$ cat config.mk
export PLATFORM = sky130hd
export DESIGN_NAME = ssr6_to_ssr4_gearbox_flat
export DESIGN_NICKNAME = d
export VERILOG_FILES = /design/src/rtl/ssr_gearbox_pkg.sv /design/src/rtl/ssr6_to_ssr4_gearbox_if.sv /design/src/rtl/ssr_phase_track.sv /design/src/rtl/ssr6_to_ssr4_gearbox.sv /design/src/flat_wrapper.sv
export SDC_FILE = /design/constraint.sdc
export NUM_CORES = 1
export LEC_CHECK = 0
export CAP_MARGIN = 30
export CORE_ASPECT_RATIO = 1.1
export CORE_MARGIN = 1.5
export CORE_UTILIZATION = 50
export CTS_BUF_LIST = sky130_fd_sc_hd__clkbuf_8
export DETAILED_ROUTE_END_ITERATION = 10
export GPL_ROUTABILITY_DRIVEN = 0
export PLACE_DENSITY = 0.77
export SLEW_MARGIN = 20
export SYNTH_ARGS = -nofsm -noshare
export SYNTH_HDL_FRONTEND = slang
export SYNTH_SLANG_ARGS = --single-unit
$ cat constraint.sdc
create_clock -name clk_i -period 1.6 [get_ports clk_i]
set_input_delay 0.32 -clock clk_i [delete_from_list [all_inputs] [get_ports clk_i]]
set_output_delay 0.32 -clock clk_i [all_outputs]
set_load 0.1 [all_outputs]
$ cat src/rtl/ssr_gearbox_pkg.sv
// ssr_gearbox_pkg: shared constants and phase type for the SSR4<->SSR6 gearboxes
// Contents: lane counts SSR6_N/SSR4_N, GEAR_PERIOD, gear_phase_t, PH0..PH2, next_phase()
package ssr_gearbox_pkg;
    localparam int SSR6_N      = 6;
    localparam int SSR4_N      = 4;
    localparam int GEAR_PERIOD = 3;
    typedef logic [1:0] gear_phase_t;
    localparam gear_phase_t PH0 = 2'd0;
    localparam gear_phase_t PH1 = 2'd1;
    localparam gear_phase_t PH2 = gear_phase_t'(GEAR_PERIOD - 1);
    function automatic gear_phase_t next_phase(gear_phase_t p);
        return (p == PH2) ? PH0 : p + 2'd1;
    endfunction
endpackage

$ cat src/rtl/ssr6_to_ssr4_gearbox_if.sv
// ssr6_to_ssr4_gearbox_if: SSR6 input / SSR4 output bundle of the output gearbox
// Signals: clk_phase_i, ce_i, dat_i[6], err_clr_i (to gearbox);
//          dat_o[4], valid_o, align_err_o, ce_err_o (from gearbox)
// Modports: master (stream source / sink side), slave (gearbox side)
interface ssr6_to_ssr4_gearbox_if import ssr_gearbox_pkg::*; #(parameter int NBITS = 12);
    logic                            clk_phase_i;
    logic                            ce_i;
    logic [SSR6_N-1:0][NBITS-1:0]    dat_i;
    logic                            err_clr_i;
    logic [SSR4_N-1:0][NBITS-1:0]    dat_o;
    logic                            valid_o;
    logic                            align_err_o;
    logic                            ce_err_o;
    modport master (
        output clk_phase_i, ce_i, dat_i, err_clr_i,
        input  dat_o, valid_o, align_err_o, ce_err_o
    );
    modport slave (
        input  clk_phase_i, ce_i, dat_i, err_clr_i,
        output dat_o, valid_o, align_err_o, ce_err_o
    );
endinterface

$ cat src/rtl/ssr_phase_track.sv
// ssr_phase_track: 3-clock phase counter locked to the global clk_phase_i pulse
// Ports: clk_i, rstn_i (async active-low), clk_phase_i, err_clr_i in;
//        eph (effective phase this cycle), synced (locked, incl. the first pulse cycle),
//        align_err (sticky off-phase pulse flag) out
module ssr_phase_track import ssr_gearbox_pkg::*; (
    input  logic        clk_i,
    input  logic        rstn_i,
    input  logic        clk_phase_i,
    input  logic        err_clr_i,
    output gear_phase_t eph,
    output logic        synced,
    output logic        align_err
);
    gear_phase_t ph;
    logic        synced_q;
    // The pulse itself defines phase 0, so the first pulse cycle already counts as locked.
    assign eph    = clk_phase_i ? PH0 : ph;
    assign synced = synced_q | clk_phase_i;
    always_ff @(posedge clk_i or negedge rstn_i) begin
        if (!rstn_i) begin
            ph        <= PH0;
            synced_q  <= 1'b0;
            align_err <= 1'b0;
        end else begin
            ph        <= next_phase(eph);
            synced_q  <= synced;
            align_err <= (synced_q && clk_phase_i && ph != PH0) || (align_err && !err_clr_i);
        end
    end
endmodule

$ cat src/rtl/ssr6_to_ssr4_gearbox.sv
// ssr6_to_ssr4_gearbox: clock-enabled SSR6 (6 samples on 2 of 3 clocks) to continuous SSR4
// Ports: clk_i, rstn_i (async active-low); bus (slave modport) carrying clk_phase_i, ce_i,
//        dat_i, err_clr_i in and registered dat_o, valid_o, sticky align_err_o / ce_err_o out
module ssr6_to_ssr4_gearbox import ssr_gearbox_pkg::*; #(parameter int NBITS = 12) (
    input  logic                   clk_i,
    input  logic                   rstn_i,
    ssr6_to_ssr4_gearbox_if.slave  bus
);
    gear_phase_t                  eph;
    logic                         synced;
    logic                         align_err;
    logic [SSR6_N-1:0][NBITS-1:0] buf_lo;
    logic [SSR6_N-1:0][NBITS-1:0] buf_hi;
    logic [SSR4_N-1:0][NBITS-1:0] word;
    logic [SSR4_N-1:0][NBITS-1:0] dat_q;
    logic                         got_w0;
    logic                         valid_q;
    logic                         ce_err_q;
    logic                         ce_bad;
    ssr_phase_track u_track (
        .clk_i       (clk_i),
        .rstn_i      (rstn_i),
        .clk_phase_i (bus.clk_phase_i),
        .err_clr_i   (bus.err_clr_i),
        .eph         (eph),
        .synced      (synced),
        .align_err   (align_err)
    );
    // The 12-sample group {buf_hi, buf_lo} is emitted as three 4-sample words,
    // one per phase, each built from buffers captured in earlier cycles.
    always_comb begin
        word   = (eph == PH1) ? buf_lo[3:0]
               : (eph == PH2) ? {buf_hi[1:0], buf_lo[5:4]}
               : buf_hi[5:2];
        ce_bad = synced && ((eph == PH2) == bus.ce_i);
    end
    always_ff @(posedge clk_i or negedge rstn_i) begin
        if (!rstn_i) begin
            buf_lo   <= '0;
            buf_hi   <= '0;
            dat_q    <= '0;
            got_w0   <= 1'b0;
            valid_q  <= 1'b0;
            ce_err_q <= 1'b0;
        end else begin
            if (synced) begin
                dat_q <= word;
                if (bus.ce_i && eph == PH0) buf_lo <= bus.dat_i;
                if (bus.ce_i && eph == PH1) buf_hi <= bus.dat_i;
                got_w0  <= got_w0 | (bus.ce_i && eph == PH0);
                valid_q <= valid_q | (eph == PH1 && got_w0);
            end
            ce_err_q <= ce_bad || (ce_err_q && !bus.err_clr_i);
        end
    end
    assign bus.dat_o       = dat_q;
    assign bus.valid_o     = valid_q;
    assign bus.align_err_o = align_err;
    assign bus.ce_err_o    = ce_err_q;
endmodule
$ cat src/flat_wrapper.sv
// flat-port wrapper written by rule: the top's interface ports become plain ports
module ssr6_to_ssr4_gearbox_flat import ssr_gearbox_pkg::*;
#(parameter int NBITS = 12)
  (clk_i, rstn_i, bus_clk_phase_i, bus_ce_i, bus_dat_i, bus_err_clr_i, bus_dat_o, bus_valid_o, bus_align_err_o, bus_ce_err_o);
  ssr6_to_ssr4_gearbox_if #(.NBITS(NBITS)) bus_i ();
  input  logic clk_i;
  input  logic rstn_i;
  input wire logic [$bits(bus_i.clk_phase_i)-1:0] bus_clk_phase_i;
  input wire logic [$bits(bus_i.ce_i)-1:0] bus_ce_i;
  input wire logic [$bits(bus_i.dat_i)-1:0] bus_dat_i;
  input wire logic [$bits(bus_i.err_clr_i)-1:0] bus_err_clr_i;
  output wire logic [$bits(bus_i.dat_o)-1:0] bus_dat_o;
  output wire logic [$bits(bus_i.valid_o)-1:0] bus_valid_o;
  output wire logic [$bits(bus_i.align_err_o)-1:0] bus_align_err_o;
  output wire logic [$bits(bus_i.ce_err_o)-1:0] bus_ce_err_o;
  assign bus_i.clk_phase_i = bus_clk_phase_i;
  assign bus_i.ce_i = bus_ce_i;
  assign bus_i.dat_i = bus_dat_i;
  assign bus_i.err_clr_i = bus_err_clr_i;
  assign bus_dat_o = bus_i.dat_o;
  assign bus_valid_o = bus_i.valid_o;
  assign bus_align_err_o = bus_i.align_err_o;
  assign bus_ce_err_o = bus_i.ce_err_o;
  ssr6_to_ssr4_gearbox #(.NBITS(NBITS)) u_core (.clk_i(clk_i), .rstn_i(rstn_i), .bus(bus_i));
endmodule
==> run_results.csv <==
group,metric,value,unit
timing,fmax,634,MHz
timing,fin_crit,1.58,ns
timing,worstMarginPinSlew,0.385,ns
cells_and_area,fin_nets,1056,
setup_path,critPathKind,"reg -> reg",
global_route,grt_pass1_wl,36400,um
placed_design,hpwlAfterDp,14600,um
global_route,grt_pass1_vias,7168,
cells_and_area,seqCellArea,4980,um2
route,vias,7148,
synth,syn_area,10000,um2
route,ant_nets,0,
timing,skew,0.0119,ns
setup_path,cp_num_cells,4,
synth,synth_area_per_cell,11.5,um2
setup_path,start_kind,"flop",
floorplanning,fp.dieW,138,um
floorplanning,initial_utilization,50.7,%
floorplanning,core_area,19700,um2
synth,synth_fp_nets,945,
setup_path,required,1.96,ns
clock_tree,path_clk_slew,0.10,ns
floorplanning,ios,128,
status,status,"finished clean",
cells_and_area,fillers,1505,
worst_hold_path,worstHoldPathType,"in -> async",
clock_tree,htree_levels,4,
timing,slew_violations,0,
timing,rsz0062_at_grt,"yes",
setup_path,arrival,1.94,ns
clock_tree,cts.sink_count,199,
run,cap_violations,0,
setup_path,path_cells,"nor3b_2, o21ai_4, buf_12, mux2_4",
timing,slew_headroom,74.2,%
synth,synth_edf_count,0,
clock_tree,cts_max_path_buffers,2,
setup_path,crit_fanout,20,
cells_and_area,area_delta_synth_final,27.1,%
power,irDropWorstVdd,926,uV
cells_and_area,n_antenna_cell,0,
route,drt_iter0_drc,466,
global_route,gr-total-overflow,0,
timing,hold_viol_final,0,
power,power_leakage,5.54,nW
synth,ys_ff_latch,199,
placed_design,place_inst,1210,
synth,synth_most_common_cell,"dfrtp_1",
setup_path,path_buf_inv,1,
global_route,grt.total_usage,22.6,%
setup_path,cp-end-kind,"flop",
cells_and_area,final_cells,1244,
placed_design,io_buffers,127,
synth,netlist_instances,868,
setup_path,crit_path_top_delay_cell,"dfrtp_1",
global_route,grt_antenna_before_repair,0,
synth,ys_types,26,
clock_tree,cts_inserted_buffers,17,
cells_and_area,drive_above_1_share,27.0,%
power,power_density,1310,nW/um2
clock_tree,clock-root-buffer,"clkbuf_8",
synth,yosys_warnings,0,
clock_tree,clock_latency,0.48,ns
timing,finalCritPeriodShare,98.6,%
timing,setup_viol,0,
setup_path,reg2regPathDepth,4,
route,first_pass_iters,4,
synth,synth_top_cell_area_share,49.8,%
setup_path,critical_path.top_delay_family,"flip-flops",
synth,yosysTopAreaCell,"dfrtp_1",
cells_and_area,postLayoutCoreUtil,64.4,%
cells_and_area,multiInputGateArea,4440,um2
route,routed_wl,22200,um
synth,synthArstFlopShare,100,%
route,viasPerCell,5.75,
synth,seq_area_frac_synth,49.8,%
setup_path,slowest_delay,0.38,ns
floorplanning,dieArea,20900,um2
synth,ys_top_cells_by_count,"dfrtp_1 (199), mux2_2 (69), mux2_4 (69)",
route,wl_per_cell,17.9,um
synth,synthTopCellsByArea,"dfrtp_1 (50%), mux2_4 (10%), mux2_2 (7.8%)",
global_route,grt_max_degree,84,
route,drc,0,
floorplanning,rows,54,
synth,synth_ff_type,"dfrtp_1",
clock_tree,cts_tree,"built",
floorplanning,die-height,151,um
through the flow:
stage	hold WS [ns]	power, W	setup TNS, ns	instance area (um2)	setup WS, ns
after floorplan	0.0244	0.0110	0	10000	0.0599
after global placement	0.245	0.0132	-25.12	12300	-0.219
after detailed placement	0.250	0.0134	-28.55	12300	-0.246
after CTS	0.271	0.0168	0	12700	0.00437
after global routing	0.282	0.0175	-0.486	12700	-0.0295
final	0.288	0.0167	0	12700	0.0221
power by group:
part	internal, W	leakage, nW	switching (W)
logic	0.00283	2.99	0.00343
registers	0.00607	2.33	0.000949
clock network	0.00160	0.213	0.00181
total	0.0105	5.54	0.00619
worst reg2reg max path, stage by stage, from the launching register on:
cell	delay, ns
dfrtp_1	0.38
nor3b_2	0.17
o21ai_4	0.33
buf_12	0.25
mux2_4	0.34
repair_timing:
action	in CTS	in global routing
endpoints found under the hold margin	28	0
setup buffers	1	0
hold buffers	1	0
resized for setup	0	4
setup endpoints to repair	7	90
metal layers:
| layer | global-route usage [%] | routed length [um] |
|---|---|---|
| met5 | 0 | 0 |
| met4 | 9.22 | 626 |
| met1 | 30.2 | 9760 |
| met3 | 4.25 | 916 |
| met2 | 36.3 | 10900 |
cell usage in the layout (no fill, tap or decap), types with 4 or more instances in the layout:
| cell | n |
|---|---|
| a32o_1 | 48 |
| mux2_4 | 71 |
| dfrtp_1 | 197 |
| nor2_1 | 48 |
| nor3_1 | 47 |
| o21ai_0 | 50 |
| inv_1 | 53 |
| mux2_1 | 6 |
| mux2_2 | 67 |
| nor2b_1 | 50 |
| a21oi_1 | 48 |
| buf_4 | 17 |
| nor3b_1 | 48 |
| o21bai_1 | 49 |
| clkdlybuf4s50_1 | 74 |
| buf_12 | 73 |
| clkbuf_8 | 19 |
| inv_6 | 4 |
cell families after synthesis:
family          count (synthesis)  share of synthesized area [%]
compound gates                199                           13.8
buf+inv                       125                           6.02
simple gates                  201                           11.6
flops                         199                           49.8
mux                           144                           18.8
worst paths after layout:
check                                                  startpoint                        endpoint  slack, ns
worst max-delay path            u_core.u_track.synced_q$_DFF_PN0_   u_core.buf_lo[19]$_DFFE_PN0P_       0.02
worst min-delay path                                       rstn_i   u_core.buf_hi[71]$_DFFE_PN0P_       0.29
worst max register to register  u_core.u_track.synced_q$_DFF_PN0_   u_core.buf_lo[19]$_DFFE_PN0P_       0.02
worst min register to register       u_core.buf_hi[6]$_DFFE_PN0P_    u_core.buf_hi[6]$_DFFE_PN0P_       0.50
max in group asynchronous                                  rstn_i    u_core.buf_lo[9]$_DFFE_PN0P_       0.70
min in group clk_i                                bus_clk_phase_i  u_core.u_track.ph[1]$_DFF_PN0_       0.29
flip-flops by register name, indices dropped and copies added, names as in the netlist:
name                      cells
u_core.bus.ce_err_o           1
u_core.buf_hi                72
u_core.u_track.align_err      1
u_core.buf_lo                72
u_core.bus.dat_o             48
u_core.u_track.synced_q       1
u_core.bus.valid_o            1
u_core.u_track.ph             2
u_core.got_w0                 1
final cells by class:
| type | instances | area share (%) |
|---|---|---|
| Clock inverter | 14 | 1.37 |
| Timing Repair Buffer | 166 | 18.5 |
| Sequential cell | 199 | 39.2 |
| Tap cell | 252 | 2.48 |
| Inverter | 51 | 1.51 |
| Clock buffer | 18 | 1.95 |
| Multi-Input combinational cell | 544 | 35.0 |
Note: power is estimated with default switching activity, not from simulation.
